===== config.mk =====
export PLATFORM = sky130hd
export DESIGN_NAME = if_fetch
export DESIGN_NICKNAME = d
export VERILOG_FILES = /design/src/rtl/if_fetch.sv
export SDC_FILE = /design/constraint.sdc
export NUM_CORES = 1
export LEC_CHECK = 0
export ABC_AREA = 1
export BUFFER_PORTS_ARGS = -buffer_cell sky130_fd_sc_hd__buf_2
export CELL_PAD_IN_SITES_DETAIL_PLACEMENT = 0
export CELL_PAD_IN_SITES_GLOBAL_PLACEMENT = 2
export CORE_AREA = 2 2 184 186
export CTS_BUF_LIST = sky130_fd_sc_hd__clkbuf_8
export CTS_CLUSTER_DIAMETER = 100
export DETAILED_ROUTE_END_ITERATION = 10
export DIE_AREA = 0 0 186 188
export PLACE_DENSITY = 0.89
export SYNTH_ARGS = -nofsm -noshare
export SYNTH_HDL_FRONTEND = slang
export SYNTH_SLANG_ARGS = --single-unit

===== constraint.sdc =====
create_clock -name clk_i -period 3.2 [get_ports clk_i]
set_clock_uncertainty 0.05 [all_clocks]
set_input_delay 0.32 -clock clk_i [delete_from_list [all_inputs] [get_ports clk_i]]
set_output_delay 0.32 -clock clk_i [all_outputs]
set_load 0.02 [all_outputs]

===== src/rtl/if_fetch.sv =====
`timescale 1ns / 1ps
// Instruction-fetch stage: credit-limited imem requests, in-order response queue, decode handshake.
// Define IF_FETCH_BYPASS_EN to forward a response straight to decode when the queue is empty.
module if_fetch #(
    parameter int unsigned WIDTH = 32,
    parameter int unsigned DEPTH = 2
) (
    input  logic             clk_i,
    input  logic             rst_n_i,
    input  logic [WIDTH-1:0] pc_i,
    input  logic             redirect_i,
    input  logic [WIDTH-1:0] redirect_pc_i,
    output logic             pc_load_o,
    output logic [WIDTH-1:0] pc_load_val_o,
    output logic             imem_req_o,
    output logic [WIDTH-1:0] imem_addr_o,
    input  logic             imem_gnt_i,
    input  logic             imem_rvalid_i,
    input  logic [31:0]      imem_rdata_i,
    output logic             if_valid_o,
    input  logic             if_ready_i,
    output logic [WIDTH-1:0] if_pc_o,
    output logic [31:0]      if_instr_o
);
    localparam int unsigned PW = $clog2(DEPTH);
    localparam int unsigned CW = $clog2(DEPTH) + 1;
    localparam logic [CW+1:0] DepthC = (CW + 2)'(DEPTH);

    logic [CW-1:0]    out_q, out_d, disc_q, disc_d, occ_q, occ_d;
    logic [PW-1:0]    af_wptr_q, af_wptr_d, af_rptr_q, af_rptr_d;
    logic [PW-1:0]    q_wptr_q, q_wptr_d, q_rptr_q, q_rptr_d;
    logic [WIDTH-1:0] af_addr_q [DEPTH];
    logic [WIDTH-1:0] q_pc_q [DEPTH];
    logic [31:0]      q_instr_q [DEPTH];

    logic             inflight_nz, resp, resp_keep, issue;
    logic             q_empty, q_push, q_pop, byp_valid;
    logic [CW+1:0]    credit_sum;

    assign q_empty     = (occ_q == '0);
    assign inflight_nz = (out_q != '0) || (disc_q != '0);
    // Responses with nothing in flight are ignored (protocol violation).
    assign resp        = imem_rvalid_i && inflight_nz;
    assign resp_keep   = resp && (disc_q == '0) && !redirect_i;
    assign q_pop       = !q_empty && if_ready_i;

`ifdef IF_FETCH_BYPASS_EN
    assign byp_valid = q_empty && resp_keep;
`else
    assign byp_valid = 1'b0;
`endif

    assign q_push = resp_keep && !(byp_valid && if_ready_i);

    // A slot freed by this cycle's pop can be reused: any response to a request issued now
    // arrives no earlier than next cycle, after the pop has taken effect.
    assign credit_sum = {2'b00, out_q} + {2'b00, disc_q} + {2'b00, occ_q}
                      - {{(CW + 1){1'b0}}, q_pop};

    always_comb begin
        imem_req_o    = rst_n_i && !redirect_i && (credit_sum < DepthC);
        imem_addr_o   = pc_i;
        issue         = imem_req_o && imem_gnt_i;
        pc_load_o     = !issue;
        pc_load_val_o = (rst_n_i && redirect_i) ? redirect_pc_i : pc_i;
    end

    always_comb begin
        if_valid_o = !q_empty || byp_valid;
        if_pc_o    = q_pc_q[q_rptr_q];
        if_instr_o = q_instr_q[q_rptr_q];
        if (q_empty && byp_valid) begin
            if_pc_o    = af_addr_q[af_rptr_q];
            if_instr_o = imem_rdata_i;
        end
    end

    always_comb begin
        out_d     = out_q;
        disc_d    = disc_q;
        occ_d     = occ_q;
        af_wptr_d = af_wptr_q + PW'(issue);
        af_rptr_d = af_rptr_q + PW'(resp);
        q_wptr_d  = q_wptr_q;
        q_rptr_d  = q_rptr_q;
        if (redirect_i) begin
            // Everything still in flight becomes a response to drop.
            out_d    = '0;
            disc_d   = out_q + disc_q - CW'(resp);
            occ_d    = '0;
            q_rptr_d = q_wptr_q;
        end else begin
            out_d    = out_q + CW'(issue) - CW'(resp && (disc_q == '0));
            disc_d   = disc_q - CW'(resp && (disc_q != '0));
            occ_d    = occ_q + CW'(q_push) - CW'(q_pop);
            q_wptr_d = q_wptr_q + PW'(q_push);
            q_rptr_d = q_rptr_q + PW'(q_pop);
        end
    end

    always_ff @(posedge clk_i or negedge rst_n_i) begin
        if (!rst_n_i) begin
            out_q     <= '0;
            disc_q    <= '0;
            occ_q     <= '0;
            af_wptr_q <= '0;
            af_rptr_q <= '0;
            q_wptr_q  <= '0;
            q_rptr_q  <= '0;
            for (int unsigned i = 0; i < DEPTH; i++) begin
                af_addr_q[i] <= '0;
                q_pc_q[i]    <= '0;
                q_instr_q[i] <= '0;
            end
        end else begin
            out_q     <= out_d;
            disc_q    <= disc_d;
            occ_q     <= occ_d;
            af_wptr_q <= af_wptr_d;
            af_rptr_q <= af_rptr_d;
            q_wptr_q  <= q_wptr_d;
            q_rptr_q  <= q_rptr_d;
            if (issue) begin
                af_addr_q[af_wptr_q] <= pc_i;
            end
            if (q_push) begin
                q_pc_q[q_wptr_q]    <= af_addr_q[af_rptr_q];
                q_instr_q[q_wptr_q] <= imem_rdata_i;
            end
        end
    end

    a_rvalid_expected: assert property (@(posedge clk_i) disable iff (!rst_n_i)
        imem_rvalid_i |-> inflight_nz);

endmodule


## Yosys cells after proc, flatten, opt, wreduce, memory -nomap -nowiden

Index checks and enable logic that the tools add are counted.

- Register bits: 202
- Input bits: 102
- Output and inout bits: 131
- Word-level logic and storage cells: 78

- Add/sub/neg operators: 14
- Order comparisons: 7
- Multiplexer cells: 21
- Bitwise logic cells: 4
- Reductions and logical operators: 19

Operator list:

| cell | number |
|---|---|
| 32-bit 2-to-1 mux | 12 |
| 64-bit bitwise mux | 3 |
| 32-bit demux with 1-bit select | 2 |
| 1-bit logical AND | 11 |
| 2-bit greater-or-equal comparator, second input constant | 4 |
| 1-bit inverter with 2-bit output | 4 |
| 2-bit by 1-bit subtractor with 2-bit output | 4 |
| 2-bit 2-to-1 mux | 3 |
| 1-bit adder | 4 |
| 2-bit by 1-bit adder with 2-bit output | 2 |
| 3-bit by 2-bit adder with 4-bit output | 1 |
| 2-bit zero test | 2 |
| 2-bit by 1-bit < comparator with 1-bit output, second input constant | 2 |
| 4-bit by 2-bit < comparator with 1-bit output, second input constant | 1 |
| 2-bit nonzero test | 2 |
| 4-bit by 1-bit subtractor with 4-bit output | 1 |
| 2-bit by 2-bit adder with 3-bit output | 1 |
| 1-bit zero test | 3 |
| 2-bit adder | 1 |
| 1-bit logical OR | 1 |
| 1-bit 2-to-1 mux | 1 |

## Longest topological paths before layout

Gate-level depths: netlist of run 1.

- Depth after elaboration: 10
- Depth in mapped cells: 17
- Depth with buffers taken out: 16

## Worst setup path before layout of run 1

No wires, ideal clock.

- Path kind: flip-flop to flip-flop
- From: register occ_q[1]
- To: register af_addr_q[33] in the netlist's numbering
- Arrival: 3.503 ns
- Required time: 3.025 ns
- Setup slack: -0.478 ns
- Stages on the path, launching flop included: 17
- Buffers on the path: 2
- Clock period less this slack: 3.678 ns
- Cell sequence: dfrtp_1 > or2_4 > nand2_4 > nor2_1 > fa_1 > inv_1 > ha_1 > fa_1 > xnor2_1 > nand2_1 > nor3_2 > nand2_2 > inv_2 > ha_1 > clkbuf_2 > buf_4 > mux2_2

- Cells in the longest elaborated chain, start to end: 7
- Elaborated cells between the ends (all ways): 8
- Those cells by class: 2 x add/sub; 1 x order compare; 5 x reduce/logical

RTL lines:

| what | line | RTL |
|---|---|---|
| start, declared | 29 | `logic [CW-1:0] out_q, out_d, disc_q, disc_d, occ_q, occ_d;` |
| start signal, assigned | 105 | `occ_q <= '0;` |
| start signal, assigned | 118 | `occ_q <= occ_d;` |
| 2-bit zero test | 40 | `assign q_empty = (occ_q == '0);` |
| 1-bit zero test | - |  |
| net if_valid_o | 20 | `output logic if_valid_o,` |
| 1-bit logical AND | 45 | `assign q_pop = !q_empty && if_ready_i;` |
| 4-bit by 1-bit subtractor with 4-bit output | 58 | `- {{(CW + 1){1'b0}}, q_pop};` |
| 4-bit by 2-bit < comparator with 1-bit output | 61 | `imem_req_o = rst_n_i && !redirect_i && (credit_sum < DepthC);` |
| 1-bit logical AND | 61 |  |
| net imem_req_o | 15 | `output logic imem_req_o,` |
| 1-bit logical AND | 63 | `issue = imem_req_o && imem_gnt_i;` |
| end signal, assigned by index | 124 | `af_addr_q[af_wptr_q] <= pc_i;` |
| end, declared | 32 | `logic [WIDTH-1:0] af_addr_q [DEPTH];` |

The timed path passes the listed nets, and every way through them passes these cells.
A chain may end at the register's enable or synchronous reset.

## Final worst setup path of run 1

- From: register occ_q[1]
- To: register af_addr_q[51] in the netlist's numbering

- Cells in the longest elaborated chain, start to end: 7
- Elaborated cells between the ends (all ways): 8
- Those cells by class: 2 x add/sub; 1 x order compare; 5 x reduce/logical

RTL lines:

| what | line |
|---|---|
| parallel branches: the longest is 3 deep, another holds 3-bit by 2-bit adder with 4-bit output | - |
| 4-bit by 1-bit subtractor with 4-bit output (*) | 58 |
| 4-bit by 2-bit < comparator with 1-bit output (*) | 61 |
| 1-bit logical AND (*) | 61 |
| 1-bit logical AND (*) | 63 |

Mark *: on every way between the ends.

==> results of run 1 <==
==> registers in the layout, summed over array words and instances (netlist names) <==
| register | cells |
|---|---|
| af_addr_q | 64 |
| q_instr_q | 64 |
| q_pc_q | 64 |
| disc_q | 2 |
| occ_q | 2 |
| out_q | 2 |
| af_rptr_q | 1 |
| af_wptr_q | 1 |
| q_rptr_q | 1 |
| q_wptr_q | 1 |
==> power by group through the flow <==
stage | logic (mW) | registers (mW) | clock network [mW]
2_1_floorplan | 2.78 | 3.73 | 0
3_3_place_gp | 3.74 | 3.92 | 0
3_5_place_dp | 3.81 | 3.94 | 0
4_1_cts | 4.05 | 3.91 | 2.40
5_1_grt | 4.62 | 4.02 | 2.51
6_report | 4.12 | 3.90 | 2.31
==> critical path, delay by kind of cell, from the launching register on <==
| family | cells | cell delay [ns] |
|---|---|---|
| multiplexers | 1 | 0.31 |
| XOR/XNOR | 1 | 0.17 |
| AND/OR/NAND/NOR | 6 | 0.77 |
| flip-flops | 1 | 0.37 |
| buffers and inverters | 4 | 0.40 |
| adder cells (fa/ha/maj) | 4 | 1.22 |
==> final timing paths <==
kind                               startpoint            end  slack (ns)  cells past startpoint
worst max-delay path                 occ_q[1]  af_addr_q[51]       -0.23                     16
worst min-delay path                 pc_i[22]  af_addr_q[22]        0.02                      3
worst max register to register       occ_q[1]  af_addr_q[51]       -0.23                     16
worst min register to register  q_instr_q[17]  q_instr_q[17]        0.42                      2
max in group asynchronous             rst_n_i       q_rptr_q        1.59                      3
min in group asynchronous             rst_n_i  q_instr_q[13]        0.24                      2
==> kinds of logic after synthesis <==
kind of cell | share of synthesized area (%)
buf+inv | 9.90
simple gates | 16.4
mux | 8.57
flops | 52.0
xor+xnor | 0.811
compound gates | 10.3
fa+ha+maj | 2.08
==> per-stage QoR <==
step                      setup slack (ns)  total power [mW]
after CTS                           -0.207              10.4
after global routing                -0.402              11.1
after detailed placement            -0.125              7.75
final                               -0.226              10.3
after global placement             -0.0713              7.66
after floorplan                     -0.285              6.52
==> synthesized netlist by cell type (all sizes together) <==
| library cell | n |
|---|---|
| ha | 13 |
| o21ai | 196 |
| inv | 88 |
| buf | 72 |
| clkinv | 1 |
| nand2 | 401 |
| nor2 | 9 |
| nor3 | 1 |
| or2 | 1 |
| dfrtp | 202 |
| xnor2 | 6 |
| clkbuf | 23 |
| a21oi | 1 |
| fa | 2 |
| xor2 | 3 |
| mux2 | 64 |
| a21o | 1 |
| nand4 | 1 |
==> layout make-up <==
class / count / area (um^2)
fill: 3358 / 20100
clock inverter: 17 / 95.1
tap: 448 / 561
multi-input combinational: 699 / 4120
timing repair buffer: 322 / 2220
sequential: 202 / 5060
inverter: 89 / 340
clock buffer: 43 / 592
==> repair_timing <==
action,CTS,global route
cloned,4,3
endpoints found under the setup margin,45,68
pin swaps,12,16
hold endpoints to repair,115,1
setup buffers,7,3
resized for setup,61,55
hold buffers,53,1
==> routing by layer <==
layer,GRT usage (%),wire (um)
met1,19.3,12000
met2,23.7,11900
met3,2.62,1160
met4,4.03,522
met5,0,0
==> results.txt, run 1 <==
The flow ran to the end, but the final reports show violations. The final reports fail on setup timing. The post-route core utilization is 39.2%, and the worst-skew pair later-pin latency is 0.52 ns. The global-route wire length before repair is 40200 um, and the number of DRC violations after detailed-routing iteration 0 is 427. Setup violations remaining at the end of the flow were counted as 64. The tools report the worst vdd rail ir drop as 0.282 mV. In the final routed layout, each cell accounts on average for 14.0 um.

At the end of routability-driven placement, the weighted congestion stood at 0.748. The flop and latch count out of synthesis was 202. The post-CTS clock slew at the launch and capture registers of the worst setup and hold paths came out at 0.06 ns.

The tools report the sum of net half-perimeters after detailed placement as 15700 um. Yosys attributes the largest share of cell area to dfrtp_1 (52%), nand2_1 (15%), o21ai_0 (9.8%). The logs give 0.0159 ns for the final worst hold slack and 30 for the number of library cell types mapped by synthesis. After detailed routing, the number of remaining DRC violations is 0. STA classifies the critical path startpoint as a flip-flop. For this run the aggregate overflow at the end of global routing stands at 0. Setup repair after global routing could not meet its margin everywhere. The placeable core area is 0.0331 mm^2, and the fraction of power spent switching nets is 38.3%. In the layout the commonest cells are nand2_1 (366), buf_2 (229), dfrtp_1 (200), o21ai_0 (159), inv_1 (96). For this run, the post-layout net count is 1468. After routing, the total negative slack on setup checks comes to -10.19 ns. The tools report the kind of capture point of the worst setup path as a flip-flop. Clock period minus worst slack: 3.43 ns. The overall routed net length is 25600 um, and the number of clock sinks is 202. The run gives -0.226 ns as the post-layout worst setup margin. The biggest area contributor in the post-synthesis netlist is dfrtp_1.

Walking the worst path, the cells encountered are or2_4, nand2_4, nor2_2, fa_1, inv_1, ha_2, fa_2, xnor2_2, nand2_2, nor3_4, nand2_4, buf_6, inv_4, ha_4, buf_12, mux2_4. In the final layout, the share of cells above drive strength 1 is 32.9%. The synthesized netlist cell count is 1085, and the final-report max-slew violation count is 0. For the worst setup path, the data required time is 3.54 ns. For this design the total switching power over the nets is 3.96 mW. Number of port buffers: 232. In this run the worst hold path is classified as in2reg.

The hold violation total from the final report is 0, and the via count of the first global-routing pass is 7833. The count of warnings emitted by yosys came out at 0. The synthesized cell area was 0.00972 mm^2; the maximum clock insertion buffer count was 3. CTS placed an instance of clkbuf_8 at the clock tree root. The critical path is of the reg2reg type. For this block, the via count after detailed routing is 7848.

In this run the biggest area consumer among cell types represents 52.0% of the synthesized area. The internal power of the cells totals 6.37 mW. The H-tree generated during clock tree synthesis spans 2 levels. The final cell count without fillers was 1820. The detail route stage leaves a number of antenna-violating nets equal to 0. Among all stages on the critical path, the largest delay is contributed by fa_1. The logs give 37 for the TritonCTS buffer count and 29.4% for the initial cell density of the core. For this run, the slowest stage of the critical path takes 0.47 ns. The run gives 1202 as the total nets after synthesis. For the largest net degree at the start of global routing, the log shows 174. The vertical extent of the die is 188 um, and the number of maximum-capacitance violations is 0.

In the routed layout, each cell is associated on average with a via count of 4.31. The library cell used most frequently in the layout, excluding fill and tap cells, is nand2_1. The global routing usage summed across all routing layers was 14.4%; the number of placement rows was 67.

The count of inserted antenna diode cells is 0. The share of total power dissipated in the clock network is 22.4%. Measured against its own limit, the worst slew margin works out to 32.6%. The data arrival time of the critical path was 3.76 ns. The area added between synthesis and finish was 33.6%; the mean area per synthesized cell was 8.96 um^2. Including well taps, the total number of placed cells is 1692. For the number of search-and-repair iterations in the first detailed-routing pass, the log shows 4. TritonCTS built the clock tree.

Sequential elements use 52.0% of the synthesized area. The highest clock frequency the design can meet is 0.292 GHz. Summed over all cells, the static leakage comes to 6.78 nW. Of the total power, registers draw 37.7%. The die is 186 um wide.

Of the available clock period, the critical path in the final layout requires 107%. 233 I/O pins were placed. Total non-filler cell area in the finished layout: 0.0130 mm^2. The area of placed instances was 0.0112 mm^2. The measured slew at the worst slew-check pin is 1.01 ns, and the total die area is 0.0350 mm^2. The most used cell along the critical path is nand2_4.

The combinational share of power was 39.9%; the power per standard cell area was 795 mW/mm^2. Along the worst path, the maximum fanout reaches 9. For the number of antenna violations at the first check in global routing, the log shows 0.
(Power assumes the default switching activity.)
==> inputs of run 2 (changes only) <==
- ABC_AREA: 1 -> unset
- CORE_AREA: 2 2 184 186 -> 2 2 174 176
- DIE_AREA: 0 0 186 188 -> 0 0 176 178
- PLACE_DENSITY: 0.89 -> 0.88
==> run 2 against run 1 <==
The flow still finishes with violations (setup timing). Combinational power fell by 36%. Area after synthesis decreased by 1.0%. Sequential cell count unchanged. Sequential share of layout area up 1.1 points. Cell count is 23% lower. First-iteration DRC count down 26%. Critical path depth shrank 6. Critical path type is now reg2out.
==> results.txt, run 2 <==
The flow ran to the end, but the final reports show violations. The final reports fail on setup timing. Highest fanout seen on the critical path: 2.

The final-report max-slew violation count was 0; the clock group share of total power was 27.0%. The TritonCTS buffer count is 37. The number of antenna violations at the first check in global routing is 0. In the post-synthesis netlist, the biggest area contributors are dfrtp_1 (53%), mux2_1 (18%), mux2_2 (4.8%). The internal portion of the total power is 5.70 mW. Cells fill 43.0% of the core in the end. The floorplan step set the die height to 178 um. The share of total power dissipated in combinational logic is 31.0%.

For the highest clock frequency the design can meet, the log shows 0.300 GHz. The count of buffers added on input and output ports is 232. The run gives 6.77 nW as the leakage power total. Of the synthesized area, sequential elements account for 52.5%.

Detailed placement ended at an HPWL of 15000 um. The largest registers in the layout are af_addr_q x64, q_instr_q x64, q_pc_q x64. The tool flagged a number of max-cap violations equal to 0. Setup violations remaining at the end of the flow were counted as 45. Once the floorplan was initialized, standard cells occupied 32.7% of the core. For the aggregate global routing overflow, the log shows 0. Count of flip-flops with a built-in enable after synthesis: 0.

The number of H-tree levels is 2. For this design the top-level I/O count stands at 233. The commonest cells after synthesis are dfrtp_1 (202), mux2_1 (154), nor2_1 (69).

Power spread over the standard cell area amounts to 671 mW/mm^2. The die covers 0.0313 mm^2. The flop and latch count out of synthesis came out at 202. For the detailed route wirelength on metal2, the log shows 10700 um.

For the data arrival time of the critical path, the log shows 2.97 ns. The ratio of routed vias to standard cells was 4.58; the switching component of the power was 2.79 mW. For the worst-skew pair, the clock arrives at the later sink with an insertion delay of 0.51 ns. No sink is reached through more buffers than the 3 on the longest clock path. dfrtp_1 takes more of the synthesized area than any other cell. The final layout contains 1104 nets. The relative max-transition margin is 26.8%, and the via count of the first global-routing pass is 6613. The placeable core area was 0.0294 mm^2; the fraction of registers with async set/reset was 100%. Clock tree synthesis selected as its root buffer the cell clkbuf_8. The area added between synthesis and finish was 31.3%; the post-CTS clock slew at the launch and capture registers of the worst setup and hold paths was 0.06 ns. The required time of the critical path was 2.83 ns.

Across all layers, the routed design uses 6426 vias. The area fraction of the dominant cell type after synthesis came out at 52.5%. The hold violation total from the final report was 0; the die boundary width was 176 um. Setup repair after global routing could not meet its margin everywhere. The fraction of power spent switching nets was 32.9%. After detailed routing, the number of remaining DRC violations is 0. In this run the cell area measured after placement is 0.0112 mm^2. Global-route wire length before repair: 36000 um. At the pin with the least slew margin, the transition time is 1.10 ns.

For this run, the detailed router's first-pass iteration total came to 6. TritonCTS built the clock tree. The tools report the synthesized netlist cell count as 728.

Signal routing reaches up to met4. The synthesized cell area is 0.00962 mm^2. The tools report the weighted congestion at the end of routability-driven global placement as 0.723. STA classifies the critical path endpoint as an output port. The run gives 0 as the remaining antenna violation count after routing. The kind of start point of the critical path is a flip-flop. Most frequent standard cell in the layout excluding fill and tap cells: buf_2.

When the netlist entered floorplanning its net count stood at 845. The worst hold path was traced through 2 stages. The top cell types in the final layout, fill and taps aside, are buf_2 (229), dfrtp_1 (200), mux2_1 (111), mux2_4 (94), nor2_1 (69). The run gives 68 as the largest net degree at the start of global routing.

The portion of the clock cycle consumed by the worst path in the final layout is 104%, and the overall routed net length is 22800 um. Among all flip-flop cells after synthesis, the most frequent one is dfrtp_1. Type of the most critical hold path: in2reg.

The sum of routed wire segments on met1 came out at 10500 um. The post-route netlist has 44.5% of its cells at a drive strength greater than 1. Across the VDD grid, the largest voltage drop is 0.292 mV. 0 antenna diodes ended up in the layout.

Clock period minus worst slack: 3.34 ns. CTS saw 202 sinks. For this run, the number of Yosys warnings is 0. Per report_power, the sequential group accounts for 42.0% of the total.

The average instance in the mapped netlist occupies 13.2 um^2. The global routing usage summed across all routing layers was 14.6%; the post-layout worst setup margin was -0.138 ns. The routed design uses 1260 um of met3 wire. The logic depth of the worst register-to-register path is 12. After synthesis, the netlist uses 31 different library cells. The logs give 0.0126 mm^2 for the total non-filler cell area in the finished layout and 63 for the number of placement rows. The start-to-end type of the worst setup path is reg2out. By instance count, the leading cell after synthesis is dfrtp_1. The first routing iteration left 317 violations. The final routed wire length divided by cell count is 16.3 um.
[run 2: power by group through the flow]
stage	clock [mW]	combinational [mW]	sequential, mW
after floorplan	0	1.95	3.31
after global placement	0	2.43	3.58
after detailed placement	0	2.48	3.60
after CTS	2.39	2.67	3.57
after global routing	2.51	2.88	3.64
final	2.29	2.63	3.56
[run 2: timing repair]
action / CTS / global route
endpoints found under the hold margin: 82 / 0
hold buffers: 33 / 0
cloned: 5 / 1
gates resized for setup: 43 / 15
buffers inserted: 6 / 1
setup endpoints to repair: 68 / 68
pin swaps: 4 / 0
[run 2: logic make-up (layout without fill, tap and decap cells)]
family / after synthesis / in the layout / synth area share [%]
buffers and inverters: 88 / 372 / 5.93
adder cells (fa/ha/maj): 15 / 15 / 2.11
multiplexers: 259 / 259 / 31.0
AND/OR/NAND/NOR: 83 / 83 / 3.65
AO/OA/AOI/OAI: 70 / 70 / 3.76
flip-flops: 202 / 202 / 52.5
XOR/XNOR: 11 / 11 / 1.00
[run 2: per-stage QoR]
stage / instances / total power, mW / setup slack (ns) / TNS (ns) / hold slack [ns]
2_1_floorplan: 728 / 5.27 / -0.301 / -18.99 / -0.0256
3_3_place_gp: 1296 / 6.01 / -0.0371 / -0.873 / 0.156
3_5_place_dp: 1296 / 6.08 / -0.105 / -4.51 / 0.159
4_1_cts: 1403 / 8.63 / -0.175 / -1.63 / 0.00198
5_1_grt: 1402 / 9.03 / -0.307 / -9.68 / 0.0248
6_report: 1402 / 8.49 / -0.138 / -1.20 / 0.0463
[run 2: layout make-up]
type	instances	area (um^2)
Sequential cell	202	5060
Tap cell	390	488
Inverter	11	41.3
Fill cell	2781	16800
Timing Repair Buffer	297	1980
Clock inverter	19	82.6
Multi-Input combinational cell	438	4370
Clock buffer	45	619
[run 2: metal layers]
layer | vias to the layer above | track usage (%)
met3 | 36 | 3.24
met5 | - | 0
li1 | 3024 | -
met1 | 3180 | 19.3
met2 | 186 | 24.1
met4 | 0 | 3.96
[run 2: critical path, cell delays in order, from the launching register on]
cell and delay, ns:
dfrtp_1 0.39, inv_2 0.08, ha_4 0.21, fa_1 0.50
inv_1 0.05, ha_2 0.18, fa_2 0.43, nor4_4 0.26
buf_4 0.18, nand2_4 0.05, buf_6 0.13
[run 2: final timing paths]
check                              startpoint  slack (ns)       endpoint
worst max register to register       out_q[1]       -0.05  af_addr_q[32]
worst min-delay path                 pc_i[15]        0.05  af_addr_q[15]
min in group asynchronous             rst_n_i        0.20     q_pc_q[23]
max in group asynchronous             rst_n_i        1.14     q_pc_q[46]
worst min register to register  q_instr_q[47]        0.43  q_instr_q[47]
worst max-delay path                 out_q[1]       -0.14      pc_load_o
==> inputs of run 3 (changes only) <==
- PLACE_DENSITY: 0.88 -> 0.83
==> run 3 against run 2 <==
The flow still finishes with violations (setup timing). Register-to-register slack improved by 0.02 ns. Critical path depth unchanged. Count of clock-buffer cells in the layout rose by 1. Sequential power down 1%. Total power is 1.3% higher. Wire length is 1.6% higher. Hold slack worse by 0.0046 ns.
==> results.txt, run 3 (synthesis gave the netlist of run 2 again) <==
The run finished, with violations left. The final reports fail on setup timing. IR analysis of the VDD net gives a maximum drop of 0.262 mV.

The global routing usage summed across all routing layers was 14.5%. The worst setup path is captured at an output port. The die boundary width is 176 um, and the aggregate global routing overflow is 0. The filler cells instantiated in the layout total 2713.

Clock-pin slew was measured on the worst setup and hold paths at 0.06 ns. After detailed routing, the number of remaining DRC violations is 0. During placement, the flow inserted port buffers numbering 232. Using the TritonRoute via totals, the vias-per-cell ratio works out to 4.58.

Setup repair after global routing could not meet its margin everywhere. The library cell used most frequently in the layout, excluding fill and tap cells, is buf_2. The switching component of the power is 2.84 mW.

Data on the critical path arrives at its endpoint at 2.94 ns. The post-layout worst setup margin came out at -0.110 ns. For this run, the post-layout net count is 1118. The fraction of power spent switching nets came out at 33.1%.

The tightest min-delay check is of the in2reg type. Kind of start point of the critical path: a flip-flop. The combinational share of power was 31.4%; the highest clock frequency the design can meet was 0.302 GHz. For this block, the initial DRC count from the detailed router was 243.

Start-to-end type of the worst setup path: reg2out. The first global-routing pass estimated 35600 um of wire. Across all layers, the routed design uses 6494 vias. The hold violation total from the final report came out at 0. The setup TNS was -0.502 ns.

In the layout the commonest cells are buf_2 (229), dfrtp_1 (200), mux2_1 (111), mux2_4 (93), nor2_1 (69). STA puts the critical path data required time at 2.83 ns. The run gives 0.0294 mm^2 as the placeable core area. The maximum clock insertion buffer count is 3, and the final worst hold slack is 0.0416 ns.

The area added between synthesis and finish works out to 32.5%. The final routed wire length divided by cell count is 16.3 um, and the leakage power total is 6.84 nW. Power per standard cell area: 674 mW/mm^2.

The ratio of cells with drive above 1 in the final layout is 44.8%. The die is 178 um tall. At the pin with the least slew margin, the transition time is 1.04 ns.

At the placement stage, the worst setup path has a slack of -0.0694 ns. The die covers 0.0313 mm^2. The final layout contains routed wiring with a total length of 23200 um. The run gives 1303 as the total instance count after detailed placement. The initial cell density of the core is 32.7%. The part of the power in registers is 40.9%.

The portion of the clock cycle consumed by the worst path in the final layout came out at 103%. The clock group share of total power is 27.7%. For the number of maximum-capacitance violations, the log shows 0.

The finished layout holds 1418 standard cells, fillers aside. The design internal power is 5.76 mW. The logs give 0.52 ns for the worst-skew pair later-pin latency and 15200 um for the sum of net half-perimeters after detailed placement. The final-report max-slew violation count was 0; the remaining antenna violation count after routing was 0. The largest net degree at the start of global routing is 80. The number of failing setup endpoints in the final timing report was 22. Clock tree synthesis found a total of 202 sinks. The clock period minus worst slack is 3.31 ns, and the relative max-transition margin is 30.6%. TritonCTS built the clock tree.

The highest fanout seen on the critical path is 2. The largest registers in the layout are af_addr_q x64, q_instr_q x64, q_pc_q x64. The via count of the first global-routing pass is 6685, and the weighted congestion at the end of routability-driven global placement is 0.754. Number of search-and-repair iterations in the first detailed-routing pass: 4.

The reg2reg setup slack is -0.03 ns, and the TritonCTS buffer count is 38. The tree is rooted in a clkbuf_8. 233 I/O pins were placed.

The count of inserted antenna diode cells is 0, and the number of antenna violations at the first check in global routing is 0. The number of placement rows was 63; the number of H-tree levels was 2.
## run 3: cell types whose count changed in the layout (fill, tap and decap cells not counted), sizes merged
| cell | before | now |
|---|---|---|
| clkinv | 3 | 7 |
| clkinvlp | 2 | 1 |
| inv | 25 | 24 |
| clkbuf | 48 | 52 |
| buf | 261 | 263 |
| dlygate4sd3 | 33 | 41 |
## run 3: worst paths after layout
check / cells past startpoint / end / start
worst max-delay path: 10 / pc_load_o / disc_q[1]
worst min-delay path: 2 / af_addr_q[21] / pc_i[21]
worst max register to register: 15 / out_q[1] / disc_q[1]
worst min register to register: 1 / q_instr_q[63] / q_instr_q[63]
max in group asynchronous: 4 / q_instr_q[29] / rst_n_i
min in group asynchronous: 2 / q_pc_q[32] / rst_n_i
## run 3: cell type report
class,count,area (um^2),area share (%)
Sequential cell,202,5060,39.7
Multi-Input combinational cell,438,4380,34.3
Timing Repair Buffer,310,2050,16.1
Clock buffer,46,633,4.96
Tap cell,390,488,3.83
Clock inverter,21,98.8,0.775
Inverter,11,41.3,0.324
## run 3: routing by layer
layer | up-vias | part of all wire (%) | global-route usage, %
li1 | 3055 | - | -
met3 | 35 | 5.0 | 3.24
met2 | 183 | 48 | 24.0
met4 | 0 | 1.9 | 4.65
met5 | - | 0 | 0
met1 | 3221 | 45 | 18.9
## run 3: timing repair
item	in CTS	in global routing
endpoints found under the setup margin	67	67
gates cloned	0	5
endpoints found under the hold margin	84	0
pin swaps	6	2
resized for setup	6	40
hold buffers	41	0
buffers inserted	2	1
## run 3: stage by stage
stage                     utilization [%]  power [mW]  cell area [um^2]
after floorplan                         -        5.27              9870
after global placement               38.4        6.04             11300
after detailed placement             38.4        6.08             11300
after CTS                            42.4        8.61             12500
after global routing                 43.4        9.15             12800
final                                43.4        8.60             12800
## run 3: critical path, stage by stage, from the launching register on
cell     delay, ns
dfrtp_1       0.38
inv_2         0.07
ha_4          0.21
fa_1          0.53
inv_1         0.04
ha_2          0.17
fa_2          0.43
nor4_4        0.24
buf_4         0.17
nand2_4       0.05
buf_6         0.13
## run 3: power groups by stage
| stage | clock network [mW] | logic, mW | registers, mW |
|---|---|---|---|
| global route | 2.61 | 2.94 | 3.60 |
| global placement | 0 | 2.51 | 3.54 |
| detailed placement | 0 | 2.53 | 3.55 |
| floorplan | 0 | 1.95 | 3.31 |
| finish | 2.39 | 2.70 | 3.51 |
| CTS | 2.48 | 2.62 | 3.51 |
